==> src/rtl/l2_port_arbiter.sv <==
// Two-requester round-robin arbiter in front of one L2 memory port. In-order responses are
// routed back via an ID FIFO; out-of-range requests get a registered error response.
module l2_port_arbiter #(
  parameter int unsigned          AddrWidth      = 48,
  parameter int unsigned          DataWidth      = 64,
  parameter logic [AddrWidth-1:0] PortBase       = 'h78000000,
  parameter logic [AddrWidth-1:0] PortSize       = 'h00200000,
  parameter int unsigned          MaxOutstanding = 4
) (
  input  logic                     clk_i,
  input  logic                     rst_i,
  input  logic [1:0]               req_i,
  output logic [1:0]               gnt_o,
  input  logic [2*AddrWidth-1:0]   addr_i,
  input  logic [1:0]               we_i,
  input  logic [2*DataWidth/8-1:0] be_i,
  input  logic [2*DataWidth-1:0]   wdata_i,
  output logic [1:0]               rvalid_o,
  output logic [2*DataWidth-1:0]   rdata_o,
  output logic [1:0]               err_o,
  output logic                     mem_req_o,
  input  logic                     mem_gnt_i,
  output logic [AddrWidth-1:0]     mem_addr_o,
  output logic                     mem_we_o,
  output logic [DataWidth/8-1:0]   mem_be_o,
  output logic [DataWidth-1:0]     mem_wdata_o,
  input  logic                     mem_rvalid_i,
  input  logic [DataWidth-1:0]     mem_rdata_i,
  input  logic                     mem_err_i
);

  localparam int unsigned BeWidth  = DataWidth / 8;
  localparam int unsigned PtrWidth = (MaxOutstanding > 1) ? $clog2(MaxOutstanding) : 1;
  localparam int unsigned CntWidth = $clog2(MaxOutstanding + 1);
  localparam logic [AddrWidth:0]  PortLo  = {1'b0, PortBase};
  localparam logic [AddrWidth:0]  PortHi  = {1'b0, PortBase} + {1'b0, PortSize};
  localparam logic [CntWidth-1:0] CntMax  = CntWidth'(MaxOutstanding);
  localparam logic [PtrWidth-1:0] PtrLast = PtrWidth'(MaxOutstanding - 1);

  logic                      prio_q;
  logic [MaxOutstanding-1:0] id_q;
  logic [PtrWidth-1:0]       rd_ptr_q, wr_ptr_q;
  logic [CntWidth-1:0]       cnt_q;
  logic                      err_pend_q, err_id_q;
  logic                      spurious_q;

  logic                 win, any_req, in_range, empty, pop, push, can_fwd, err_gnt, grant, head;
  logic [AddrWidth-1:0] win_addr;

  // Both requesting: prio decides; otherwise whoever requests.
  assign win      = req_i[1] & (~req_i[0] | prio_q);
  assign any_req  = |req_i;
  assign win_addr = win ? addr_i[2*AddrWidth-1:AddrWidth] : addr_i[AddrWidth-1:0];
  assign in_range = ({1'b0, win_addr} >= PortLo) && ({1'b0, win_addr} < PortHi);
  assign empty    = (cnt_q == '0);
  assign pop      = mem_rvalid_i & ~empty;
  assign head     = id_q[rd_ptr_q];

  // A full FIFO still accepts a push when the same cycle pops the head.
  assign can_fwd = ~rst_i & any_req & in_range & ~err_pend_q & ((cnt_q != CntMax) | pop);
  assign err_gnt = ~rst_i & any_req & ~in_range & ~err_pend_q & empty & ~mem_rvalid_i;
  assign push    = can_fwd & mem_gnt_i;
  assign grant   = push | err_gnt;

  assign gnt_o       = grant ? (win ? 2'b10 : 2'b01) : 2'b00;
  assign mem_req_o   = can_fwd;
  assign mem_addr_o  = can_fwd ? (win_addr - PortBase) : '0;
  assign mem_we_o    = can_fwd & we_i[win];
  assign mem_be_o    = !can_fwd ? '0 : (win ? be_i[2*BeWidth-1:BeWidth] : be_i[BeWidth-1:0]);
  assign mem_wdata_o = !can_fwd ? '0 :
                       (win ? wdata_i[2*DataWidth-1:DataWidth] : wdata_i[DataWidth-1:0]);

  always_comb begin
    rvalid_o = 2'b00;
    err_o    = 2'b00;
    rdata_o  = '0;
    if (pop) begin
      rvalid_o[head] = 1'b1;
      err_o[head]    = mem_err_i;
      if (head) rdata_o[2*DataWidth-1:DataWidth] = mem_rdata_i;
      else      rdata_o[DataWidth-1:0]           = mem_rdata_i;
    end
    if (err_pend_q) begin
      rvalid_o[err_id_q] = 1'b1;
      err_o[err_id_q]    = 1'b1;
    end
  end

  always_ff @(posedge clk_i or posedge rst_i) begin
    if (rst_i) begin
      prio_q     <= 1'b0;
      id_q       <= '0;
      rd_ptr_q   <= '0;
      wr_ptr_q   <= '0;
      cnt_q      <= '0;
      err_pend_q <= 1'b0;
      err_id_q   <= 1'b0;
      spurious_q <= 1'b0;
    end else begin
      if (pop) rd_ptr_q <= (rd_ptr_q == PtrLast) ? '0 : rd_ptr_q + 1'b1;
      if (push) begin
        id_q[wr_ptr_q] <= win;
        wr_ptr_q       <= (wr_ptr_q == PtrLast) ? '0 : wr_ptr_q + 1'b1;
      end
      unique case ({push, pop})
        2'b10:   cnt_q <= cnt_q + 1'b1;
        2'b01:   cnt_q <= cnt_q - 1'b1;
        default: cnt_q <= cnt_q;
      endcase
      if (mem_rvalid_i && empty) spurious_q <= 1'b1;
      err_pend_q <= err_gnt;
      if (err_gnt) err_id_q <= win;
      if (grant) prio_q <= ~win;
    end
  end

endmodule

==> config.mk <==
export PLATFORM = sky130hd
export DESIGN_NAME = l2_port_arbiter
export DESIGN_NICKNAME = d
export VERILOG_FILES = /design/src/rtl/l2_port_arbiter.sv
export SDC_FILE = /design/constraint.sdc
export NUM_CORES = 1
export LEC_CHECK = 0
export ABC_AREA = 1
export BUFFER_PORTS_ARGS = -buffer_cell sky130_fd_sc_hd__buf_2
export CORE_AREA = 4 4 221 223
export DETAILED_ROUTE_END_ITERATION = 10
export DIE_AREA = 0 0 225 227
export SETUP_SLACK_MARGIN = 0.4
export SYNTH_ARGS = -nofsm -noshare
export SYNTH_HDL_FRONTEND = slang
export SYNTH_SLANG_ARGS = --single-unit
==> constraint.sdc <==
create_clock -name clk_i -period 4.07 [get_ports clk_i]
set_input_delay 1.0175 -clock clk_i [delete_from_list [all_inputs] [get_ports clk_i]]
set_output_delay 1.0175 -clock clk_i [all_outputs]
set_load 0.005 [all_outputs]
==> impl_metrics.env <==
export IMPL_yosys_warnings=0
export IMPL_grt_pass1_wl_um=46800
export IMPL_drtIter0Drc=275
export IMPL_dr_total_vias=7632
export IMPL_violations="setup timing"
export IMPL_ios=569
export IMPL_power_density_nw_per_um2=228
export IMPL_drv_cap=0
export IMPL_grt_util_all_layers=0.126
export IMPL_wire_per_inst_um=17.3
export IMPL_grt_busiest_layer="met2"
export IMPL_max_freq_mhz=242
export IMPL_cp_required_ns=3.05
export IMPL_rows=79
export IMPL_comb_power_share=0.799
export IMPL_crit_arrival_ns=3.12
export IMPL_io_buffers=562
export IMPL_cts_root_buffer="clkbuf_16"
export IMPL_hold_violations=0
export IMPL_tightestPinTransition_ns=0.510
export IMPL_drtPass1Iterations=6
export IMPL_utilization=0.193
export IMPL_clk_latency_ns=0.25
export IMPL_antenna_found_initial=16
export IMPL_pwr_share_clk=0.101
export IMPL_met3_usage=0.0298
export IMPL_initial_core_util=0.0867
export IMPL_wl_um=36100
export IMPL_globalRouteMet2Util=0.249
export IMPL_core_um2=46600
export IMPL_ys_ff_latch=14
export IMPL_peakVddDrop_uv=125
export IMPL_end_kind="output pin"
export IMPL_path_class="input pin to output pin"
export IMPL_cp_start_kind="input pin"
export IMPL_cts_tree="yes"
export IMPL_syn_inst=882
export IMPL_grt_pass1_vias=7066
export IMPL_setup_viol=53
export IMPL_grt_use_met1=0.136
export IMPL_post_route_min_period_ns=4.14
export IMPL_grt_max_degree=51
export IMPL_clkTransAtPathRegs_ns=0.05
export IMPL_drv_slew=0
export IMPL_layout_drive_gt1_share=0.517
export IMPL_gr_total_overflow=0
export IMPL_p_sw_frac=0.520
export IMPL_die_area_um2=51100
export IMPL_avgSynthCellArea_um2=4.58
export IMPL_rsz0062_at_grt="yes"
export IMPL_tns_ns=-1.40
export IMPL_drc=0
export IMPL_power_static_leakage_uw=0.00557
export IMPL_p_switching_uw=1060
export IMPL_place_congestion=0.850
export IMPL_cts_made_buffers=3
export IMPL_synthDistinctLibCells=30
export IMPL_crit_path_max_fanout=23
export IMPL_p_int_uw=979
export IMPL_ctsHoldBuffers=0
export IMPL_p_seq_frac=0.099
export IMPL_vias_per_cell=3.66
export IMPL_nNetsFinal=1797
export IMPL_ant_nets=0
export IMPL_die_w_um=225
export IMPL_die_h_um=227
export IMPL_clockBufferDepth=2
export IMPL_area_growth_syn_to_layout_pct=122
export IMPL_status="complete, but fails checks"
export IMPL_fin_ws_ns=-0.0676
export IMPL_dpl_hpwl_um=30800
export IMPL_cts_num_sinks=14
export IMPL_seq_area_frac_synth=0.0868
export IMPL_hp_class="flip-flop to flip-flop"
export IMPL_fin_worst_skew_ns=0.00115
export IMPL_htree_levels=1
export IMPL_min_period_over_period=1.02
export IMPL_syn_area_um2=4040
export IMPL_relSlewSlack=0.660
## registers in the layout, summed over array words and instances (netlist names)
| name | flops |
|---|---|
| prio_q | 1 |
| id_q | 4 |
| err_id_q | 1 |
| cnt_q | 3 |
| rd_ptr_q | 2 |
| wr_ptr_q | 2 |
| err_pend_q | 1 |
## worst paths after layout
check	slack, ns	cells after the start	start	to
worst max-delay path	-0.07	16	req_i[1]	mem_wdata_o[35]
worst min-delay path	0.47	1	cnt_q[0]$_DFFE_PP0P_	cnt_q[0]$_DFFE_PP0P_
worst max register to register	0.67	20	prio_q$_DFFE_PP0N_	cnt_q[2]$_DFFE_PP0P_
worst min register to register	0.47	1	cnt_q[0]$_DFFE_PP0P_	cnt_q[0]$_DFFE_PP0P_
max in group asynchronous	3.04	3	rst_i	id_q[0]$_DFFE_PP0P_
min in group asynchronous	0.85	3	rst_i	wr_ptr_q[1]$_DFFE_PP0P_
## per-stage QoR
step	hold slack, ns	setup slack [ns]	total power, uW	cells	area [um2]
final	0.474	-0.0676	2040	2085	8960
after global routing	0.484	-0.199	2240	2083	8960
after CTS	0.474	-0.0102	2050	2077	8660
after detailed placement	0.463	-0.449	1710	2057	8010
after global placement	0.464	-0.416	1720	2057	8010
after floorplan	0.442	0.420	920	887	4230
## power by group through the flow
stage / registers, uW / clock network, uW / logic (uW)
after floorplan: 197 / 0 / 723
after global placement: 205 / 0 / 1510
after detailed placement: 205 / 0 / 1510
after CTS: 204 / 214 / 1630
after global routing: 210 / 218 / 1810
final: 203 / 207 / 1630
## cells by family after synthesis
group,Yosys count,synth area share
simple gates,554,0.552
buf+inv,205,0.204
compound gates,98,0.125
flops,14,0.0868
fa+ha+maj,8,0.0267
xor+xnor,2,0.00434
other cells,1,0.000929
## cells in the mapped netlist
library cell  count  area (um2)
nand2_1         301        1130
nor2_1          203         762
inv_1           140         526
a21oi_1          77         385
clkbuf_1         40         150
nand3b_1         31         233
dfrtp_1          14         350
buf_2            12        60.1
nand3_1          10        50.1
o21ai_0          10        50.1
buf_4             8        60.1
ha_1              7        87.6
o21ai_1           6        30.0
nor3_1            4        20.0
buf_1             2        7.51
nand4_1           2        12.5
o22ai_1           2        12.5
a21boi_2          1        11.3
a41oi_1           1        8.76
and2_1            1        6.26
buf_6             1        11.3
clkinv_1          1        3.75
conb_1            1        3.75
fa_1              1        20.0
inv_2             1        3.75
nand2_2           1        6.26
nand3_2           1        10.0
o211ai_1          1        7.51
xnor2_1           1        8.76
xor2_1            1        8.76
## cell usage in the layout (no fill, tap or decap), types with 2 or more instances in the layout
cell type  count
buf_8          4
buf_16         6
nor3_1         4
diode_2        3
nand2_2       12
buf_6         14
ha_1           6
nand3b_1      31
inv_1        140
nand3_1        8
o22ai_1        2
nand2_8        2
o21ai_0        9
nand3_4        3
buf_4         72
o21ai_2        3
nor2_2        43
dfrtp_1       14
nand2_1      288
a21oi_1       34
buf_2        540
nor2_1       159
a21oi_4       11
a21oi_2       32
conb_1         6
nand4_1        2
buf_12         8
clkbuf_16      5
o21ai_1        3
## worst max-delay path: stages
cell      delay, ns
buf_6          0.12
buf_8          0.20
buf_4          0.17
nand3b_1       0.09
nand2_1        0.11
nand2_2        0.08
nor2_1         0.11
nand2_1        0.07
nor2_2         0.13
nand3_1        0.09
nand2_2        0.11
nand3_4        0.15
buf_12         0.19
buf_16         0.16
a21oi_2        0.15
buf_2          0.14
## layout make-up
type	instances	area, um2
fill	5455	37600
timing repair buffer	646	3840
multi-input combinational	669	3390
tap	607	759
inverter	142	533
sequential	14	350
clock buffer	4	88.8
antenna	3	7.51
## layer usage
| layer | vias to the layer above | share of wire |
|---|---|---|
| met5 | - | 0.00047 |
| met4 | 2 | 0.019 |
| met3 | 51 | 0.089 |
| met2 | 443 | 0.54 |
| met1 | 3343 | 0.36 |
| li1 | 3793 | - |
## repair_timing
item / in CTS / in global routing
endpoints found under the setup margin: 118 / 138
buffers inserted: 10 / 3
resized for setup: 85 / 52
pin swaps: 6 / 5
endpoints found under the hold margin: 0 / 0
gates cloned: 6 / 2
No activity file was read; power rests on OpenSTA's default activity.
